$ cat src/rtl/fifo_rd_stream_if.sv
// Interface bundling the FIFO read port and the outgoing valid/ready stream.
//   fifo_ren   : FIFO read strobe (engine -> FIFO)
//   fifo_empty : FIFO empty flag (FIFO -> engine)
//   fifo_dout  : FIFO registered read data (FIFO -> engine)
//   m_valid    : stream data valid (engine -> consumer)
//   m_ready    : consumer ready (consumer -> engine)
//   m_data     : stream data (engine -> consumer)
// The master modport is the read engine; the slave modport is the FIFO plus consumer side.
interface fifo_rd_stream_if #(
  parameter int unsigned dw = 32
);
  logic          fifo_ren;
  logic          fifo_empty;
  logic [dw-1:0] fifo_dout;
  logic          m_valid;
  logic          m_ready;
  logic [dw-1:0] m_data;

  modport master (
    output fifo_ren,
    input  fifo_empty,
    input  fifo_dout,
    output m_valid,
    input  m_ready,
    output m_data
  );

  modport slave (
    input  fifo_ren,
    output fifo_empty,
    output fifo_dout,
    input  m_valid,
    output m_ready,
    input  m_data
  );
endinterface

$ cat src/rtl/fifo_rd_stream.sv
// Read-side engine for a synchronous FIFO with one-cycle registered read data.
// Pulls words from the FIFO and presents them as a valid/ready stream, hiding the
// read latency with a 2-entry output buffer so 1 word/cycle is sustained.
// Ports:
//   clk       : clock, all state on rising edge
//   rst_n     : asynchronous active-low reset
//   en        : read enable; 0 stops new FIFO reads, buffered/inflight words still drain
//   cnt_clr   : synchronous clear of the delivered-word counter (wins over increment)
//   cnt_words : saturating count of delivered words
//   bus       : FIFO read port + output stream (master modport)
module fifo_rd_stream #(
  parameter int unsigned dw = 32,
  parameter int unsigned cw = 16
) (
  input  logic                 clk,
  input  logic                 rst_n,
  input  logic                 en,
  input  logic                 cnt_clr,
  output logic [cw-1:0]        cnt_words,
  fifo_rd_stream_if.master     bus
);

  logic [dw-1:0] head_q, head_d;
  logic [dw-1:0] tail_q, tail_d;
  logic [1:0]    count_q, count_d;
  logic          inflight_q;
  logic [cw-1:0] cnt_q, cnt_d;

  logic          pop;
  logic          ren;
  logic [1:0]    occ;

  assign bus.m_valid = (count_q != 2'd0);
  assign bus.m_data  = head_q;
  assign pop         = bus.m_valid & bus.m_ready;

  // Occupancy after this cycle's pop, counting the word already in flight. count+inflight
  // never exceeds 2, so 2 bits are enough and pop never underflows it.
  assign occ = count_q + {1'b0, inflight_q} - {1'b0, pop};

  // rst_n gate keeps the strobe low while reset is held, even with the FIFO non-empty.
  assign ren          = rst_n & en & ~bus.fifo_empty & (occ <= 2'd1);
  assign bus.fifo_ren = ren;
  assign cnt_words    = cnt_q;

  always_comb begin
    head_d  = head_q;
    tail_d  = tail_q;
    count_d = count_q;
    unique case ({pop, inflight_q})
      2'b01: begin
        // Capture only: fill the first free slot.
        if (count_q == 2'd0) begin
          head_d = bus.fifo_dout;
        end else begin
          tail_d = bus.fifo_dout;
        end
        count_d = count_q + 2'd1;
      end
      2'b10: begin
        head_d  = tail_q;
        count_d = count_q - 2'd1;
      end
      2'b11: begin
        // Pop and capture: remaining entry shifts to head, new word lands behind it.
        if (count_q == 2'd1) begin
          head_d = bus.fifo_dout;
        end else begin
          head_d = tail_q;
          tail_d = bus.fifo_dout;
        end
      end
      default: begin
      end
    endcase
  end

  always_comb begin
    cnt_d = cnt_q;
    if (cnt_clr) begin
      cnt_d = '0;
    end else if (pop && (cnt_q != {cw{1'b1}})) begin
      cnt_d = cnt_q + cw'(1);
    end
  end

  always_ff @(posedge clk or negedge rst_n) begin
    if (!rst_n) begin
      head_q     <= '0;
      tail_q     <= '0;
      count_q    <= 2'd0;
      inflight_q <= 1'b0;
      cnt_q      <= '0;
    end else begin
      head_q     <= head_d;
      tail_q     <= tail_d;
      count_q    <= count_d;
      inflight_q <= ren;
      cnt_q      <= cnt_d;
    end
  end

endmodule

$ cat src/flat_wrapper.sv
// flat-port wrapper written by rule: the top's interface ports become plain ports
module fifo_rd_stream_flat 
#(
  parameter int unsigned dw = 32,
  parameter int unsigned cw = 16
)
  (clk, rst_n, en, cnt_clr, cnt_words, bus_fifo_ren, bus_fifo_empty, bus_fifo_dout, bus_m_valid, bus_m_ready, bus_m_data);
  fifo_rd_stream_if #(.dw(dw)) bus_i ();
  input  logic clk;
  input  logic rst_n;
  input  logic en;
  input  logic cnt_clr;
  output logic [cw-1:0] cnt_words;
  output wire logic [$bits(bus_i.fifo_ren)-1:0] bus_fifo_ren;
  input wire logic [$bits(bus_i.fifo_empty)-1:0] bus_fifo_empty;
  input wire logic [$bits(bus_i.fifo_dout)-1:0] bus_fifo_dout;
  output wire logic [$bits(bus_i.m_valid)-1:0] bus_m_valid;
  input wire logic [$bits(bus_i.m_ready)-1:0] bus_m_ready;
  output wire logic [$bits(bus_i.m_data)-1:0] bus_m_data;
  assign bus_fifo_ren = bus_i.fifo_ren;
  assign bus_i.fifo_empty = bus_fifo_empty;
  assign bus_i.fifo_dout = bus_fifo_dout;
  assign bus_m_valid = bus_i.m_valid;
  assign bus_i.m_ready = bus_m_ready;
  assign bus_m_data = bus_i.m_data;
  fifo_rd_stream #(.dw(dw), .cw(cw)) u_core (.clk(clk), .rst_n(rst_n), .en(en), .cnt_clr(cnt_clr), .cnt_words(cnt_words), .bus(bus_i));
endmodule
$ cat config.mk
export PLATFORM = sky130hd
export DESIGN_NAME = fifo_rd_stream_flat
export DESIGN_NICKNAME = d
export VERILOG_FILES = /design/src/rtl/fifo_rd_stream_if.sv /design/src/rtl/fifo_rd_stream.sv /design/src/flat_wrapper.sv
export SDC_FILE = /design/constraint.sdc
export NUM_CORES = 1
export LEC_CHECK = 0
export CAP_MARGIN = 20
export CORE_UTILIZATION = 54
export DETAILED_ROUTE_END_ITERATION = 7
export PLACE_DENSITY = 0.85
export SETUP_SLACK_MARGIN = 0.3
export SLEW_MARGIN = 20
export SYNTH_ARGS = -nofsm -noshare
export SYNTH_HDL_FRONTEND = slang
export SYNTH_SLANG_ARGS = --single-unit
$ cat constraint.sdc
create_clock -name clk -period 3.3 [get_ports clk]
set_clock_uncertainty 0.05 [all_clocks]
set_input_delay 0.66 -clock clk [delete_from_list [all_inputs] [get_ports clk]]
set_output_delay 0.66 -clock clk [all_outputs]
set_load 0.03 [all_outputs]
[Word level (Yosys, flattened, before mapping)]
Cells that the tools add are included.
Word-level totals
  register bits: 83
  output and inout port bits: 50
  bits of input ports: 38
Operators by class
  mux-type cells: 9
  magnitude comparators: 1
  eq/ne operators: 8
  reduce and logical (&&, ||, !) cells: 9
  $add $sub $neg: 5
  bitwise logic cells: 5
Operators with widths (number)
  32-bit two-way mux: 4
  32-bit one-hot mux with 3 select lines: 1
  32-bit one-hot mux with 2 select lines: 1
  16-bit two-way mux: 2
  16-bit by 1-bit adder with 16-bit output, second input constant: 1
  16-bit != test, second input constant: 1
  2-bit nonzero test: 4
  1-bit AND: 4
  2-bit by 1-bit equality test with 1-bit output, second input constant: 2
  2-bit equality test, second input constant: 2
  2-bit != test, second input constant: 2
  2-bit one-hot mux with 2 select lines: 1
  3-bit AND reduction: 1
  3-bit nonzero test: 1
  2-bit by 1-bit adder with 2-bit output: 1
  2-bit by 1-bit adder with 2-bit output, second input constant: 1
  2-bit by 1-bit less-or-equal comparator with 1-bit output, second input constant: 1
  2-bit logical NOT: 1
  2-bit by 1-bit != test with 1-bit output, second input constant: 1
  2-bit AND reduction: 1
  2-bit by 1-bit subtractor with 2-bit output: 1
  2-bit by 1-bit subtractor with 2-bit output, second input constant: 1
  1-bit logical AND: 1
  1-bit NOT: 1

[Longest topological paths before layout]
  depth after elaboration: 5
  gate-level depth with buffers: 8
  mapped depth without buffers: 6

[Worst setup path after synthesis]
No wires, ideal clock.
  path kind: register -> output
  from: register u_core.count_q[0]
  to: output port bus_fifo_ren
  path slack: 0.476 ns
  stages on the path, launching flop included: 7
  arrival: 2.114 ns
  required time: 2.590 ns
  buffers on the path: 0
  cell sequence: dfrtp_1 -> inv_1 -> ha_1 -> or4b_1 -> o21ai_1 -> xnor2_1 -> nor3_1
Between the ends
  cells in the longest elaborated chain, start to end: 5
  elaborated cells on any way between the ends: 6
  classes of those cells: add/sub (2); order compare (1); bitwise (2); reduce/logical (1)
Ends and longest elaborated chain
  from (decl): RTL line fifo_rd_stream.sv:25  | logic [1:0] count_q, count_d;
  from (signal assigned): RTL line fifo_rd_stream.sv:97  | count_q <= count_d;
  branches (longest 2 deep; another with 2-bit by 1-bit adder with 2-bit output)
  2-bit by 1-bit subtractor with 2-bit output *: RTL line fifo_rd_stream.sv:39  | assign occ = count_q + {1'b0, inflight_q} - {1'b0, pop};
  2-bit by 1-bit less-or-equal comparator with 1-bit output *: RTL line fifo_rd_stream.sv:42  | assign ren = rst_n & en & ~bus.fifo_empty & (occ <= 2'd1);
  1-bit AND *: RTL line fifo_rd_stream.sv:42
  to (decl): RTL line flat_wrapper.sv:14  | output wire logic [$bits(bus_i.fifo_ren)-1:0] bus_fifo_ren;
Every way passes the cells marked *.

[Worst setup path in the final report]
Ends and elaborated chain as after synthesis.

==> results by group <==
CTS
  – Sink Count: between 80 and 90
  – CTS root buffer: clkbuf_8
  – H-tree depth: 3
  – CTS Buffer Depth: 2
  – Clock transition at path regs: 90 ps
  – Hold Buf Count CTS: 0
  – Total CTS buffers: 9
  – Skew-Pair Late Insertion Delay: between 300 and 400 ps
  – CTS tree: built

Route
  – DRT antenna net count: 0
  – DRC violations left: 0
  – Vias per inst: 5.470
  – 1st-iter DRT viols: 184
  – Routed vias: between 2000 and 3000
  – Initial DRT Pass Iterations: 4
  – DRT Wirelength: 8028 um
  – Drt wl/cell: 15.35 um

Floorplan
  – Die area: ~7400 sq um
  – Die Wd: 85.76 um
  – Row count: 30
  – Die H: 85.76 um
  – Core area: 6794 sq um
  – IO Pins: 88
  – Starting density of the core: 55.76%

Power
  – Peak supply drop: roughly 0.00054 V
  – Int Pwr: 2.668 mW
  – Clk pwr share: 18.6%
  – Total power: 4.275 mW
  – Sw Share: 37.58%
  – Share of power burned in registers: 38.7%
  – Combinational fraction of design power: a little over two fifths
  – Leakage power: 2.157 nW
  – Power Dens Cells: 855.2 nW/um^2
  – P_sw: between 1.5 and 2 mW

STA
  – Final Cycle Share: 86.69%
  – Crit path time final: 2861 ps
  – Slew Limit Fails: 0
  – Max Clock Freq: 349.6 MHz
  – RSZ-0062 raised after global routing: no
  – # setup viols final: 0
  – Slew @ Worst Pin: 872.2 ps
  – Hold Violations, Final: 0
  – Worst setup margin: roughly 440 ps
  – Worst slew margin: 41.37%
  – Final TNS setup: 0 ps

Worst hold path
  – Tightest Hold Check Type: in2async

Synthesis
  – Asr flop ratio synth: between 90% and 100%
  – Netlist cell types: 41
  – Post-synth EDFFs: 0
  – Yosys top cell by area: dfrtp_1
  – Syn Inst Count: 337
  – Net count after synthesis: 378
  – Top_reg_cell synth: dfrtp_1
  – Synthesized cell area: 3789 sq um
  – Avg Inst Size Synth: 11.24 sq um
  – Area contributors post-synth: dfrtp_1 55%, mux2_1 10%, mux2i_1 8.7%
  – Register area share after synthesis: 54.82%
  – FF+latch count, synth: 83
  – Top-area cell type share of the netlist area: 54.82%
  – Yosys warns: 0

Finish
  – Syn-to-layout area delta: 31.94%
  – Layout cells sized above 1: 7.260%
  – Filler Cell Count: 496
  – N_diodes: 0
  – Final Net Count: 464

Critical path
  – Setup slack, reg-to-reg: 1120 ps
  – CP required: 2590 ps
  – Crit Path Category: reg2out
  – Critical path launch point type: flip-flop
  – CP Data Arrival Time: between 2000 and 2500 ps
  – Setup crit end kind: output port
  – CP max FO: 7

Global route
  – Vias in the first global route: around 2800
  – Remaining Overflow, GRT: 0
  – Antenna violations before repair: 0
  – First-pass GRT wire length: between 10000 and 15000 um
  – Largest net degree at the start of global routing: 66
  – Tot GR Track Use: 23.38%

Flow run
  – Max-Cap Viols: 0

Placement
  – RD Place Congestion: slightly below 0.9
  – Port Buf Inserts: 87
  – Setup WS pre-CTS: 251.5 ps
  – DP HPWL: 5399 um

Outcome
  – Outcome: completed
-- final cells by class --
| cell class | count | area (sq um) | area share (%) |
|---|---|---|---|
| clock buffers | 9 | 123.9 | 2.478 |
| repair buffers | 94 | 929.6 | 18.60 |
| well taps | 96 | 120.1 | 2.403 |
| multi-input cells | 226 | 1625 | 32.52 |
| clock inverters | 6 | 88.84 | 1.777 |
| inverters | 9 | 33.78 | 0.6758 |
| flip-flops and latches | 83 | 2077 | 41.55 |
-- state kept, by name (all words and copies together), names as in the netlist --
| name | cells |
|---|---|
| u_core.bus.m_data | 32 |
| u_core.tail_q | 32 |
| u_core.cnt_words | 16 |
| u_core.count_q | 2 |
| u_core.inflight_q | 1 |
-- cell families (layout without fill, tap and decap cells) --
| logic type | after synthesis | in the layout | share of synthesized area, % |
|---|---|---|---|
| compound gates | 62 | 62 | 9.544 |
| xor+xnor | 3 | 3 | 0.6937 |
| fa+ha+maj | 3 | 3 | 0.9909 |
| buf+inv | 28 | 118 | 3.071 |
| flops | 83 | 83 | 54.82 |
| mux | 68 | 68 | 19.12 |
| simple gates | 90 | 90 | 11.76 |
-- per-stage QoR --
stage	utilization [%]	cell area (sq um)	hold WS (ps)	std cells
floorplan	-	3789	314.4	337
global placement	70.06	4760	415.7	506
detailed placement	70.06	4760	424.0	506
CTS	73.20	4974	123.7	521
global route	73.57	4999	126.1	523
finish	73.57	4999	124.2	523
-- path summary, 6_finish.rpt --
kind / endpoint / cells after the start / from
min: u_core.bus.m_data[3] / 1 / rst_n
max in group asynchronous: u_core.cnt_words[3] / 2 / rst_n
min in group clk: u_core.bus.m_data[2] / 2 / u_core.bus.m_data[2]
max: bus_fifo_ren / 7 / u_core.count_q[0]
max reg2reg: u_core.cnt_words[13] / 6 / u_core.count_q[0]
min reg2reg: u_core.bus.m_data[2] / 2 / u_core.bus.m_data[2]
-- cells in the mapped netlist, types with 3 or more instances --
master,number
nor2_1,8
o21ai_0,7
a21oi_1,6
nand3_1,5
buf_2,9
or3_1,3
nor3_1,3
xnor2_1,3
o21ai_1,35
mux2_1,35
inv_1,8
mux2i_1,33
nand2_1,46
dfrtp_1,83
ha_1,3
nand4_1,6
nor2b_1,4
clkbuf_1,10
-- what timing repair did --
| action | CTS | global route |
|---|---|---|
| endpoints found under the setup margin | 1 | 1 |
| gates resized for setup | 2 | 2 |
| buffers inserted | 0 | 2 |
| gates cloned | 0 | 0 |
| pin swaps | 0 | 1 |
-- routing by layer --
metal	up-vias	global-route usage [%]	part of all wire, %
met5	-	0	0
met4	0	9.394	1.9
met3	13	5.679	4.1
met2	85	38.11	49
met1	1402	30.27	45
li1	1361	-	-
-- power by group through the flow --
stage / sequential, mW / clock [mW] / combinational, mW
after floorplan: 2.01 / 0 / 0.743
after global placement: 1.64 / 0 / 1.74
after detailed placement: 1.67 / 0 / 1.79
after CTS: 1.65 / 0.809 / 1.80
after global routing: 1.70 / 0.858 / 1.97
final: 1.65 / 0.797 / 1.82
-- worst max-delay path, cell delays in order (launching register included) --
cell     delay (ps)
dfrtp_1         400
inv_1            90
ha_4            200
or4b_1          540
o21ai_1         110
xnor2_1          80
nor3_1          180
buf_4           200
-- cells in the final DEF (no fill, tap or decap), types with 4 or more instances in the layout --
cell type / n
nand4_1: 6
inv_1: 7
clkdlybuf4s50_1: 84
buf_4: 8
nand2_1: 45
nand3_1: 5
nor2_1: 8
nor2b_1: 4
o21ai_0: 7
mux2i_1: 33
clkbuf_8: 9
a21oi_1: 6
mux2_1: 35
o21ai_1: 35
dfrtp_1: 83
(Power assumes the default switching activity.)
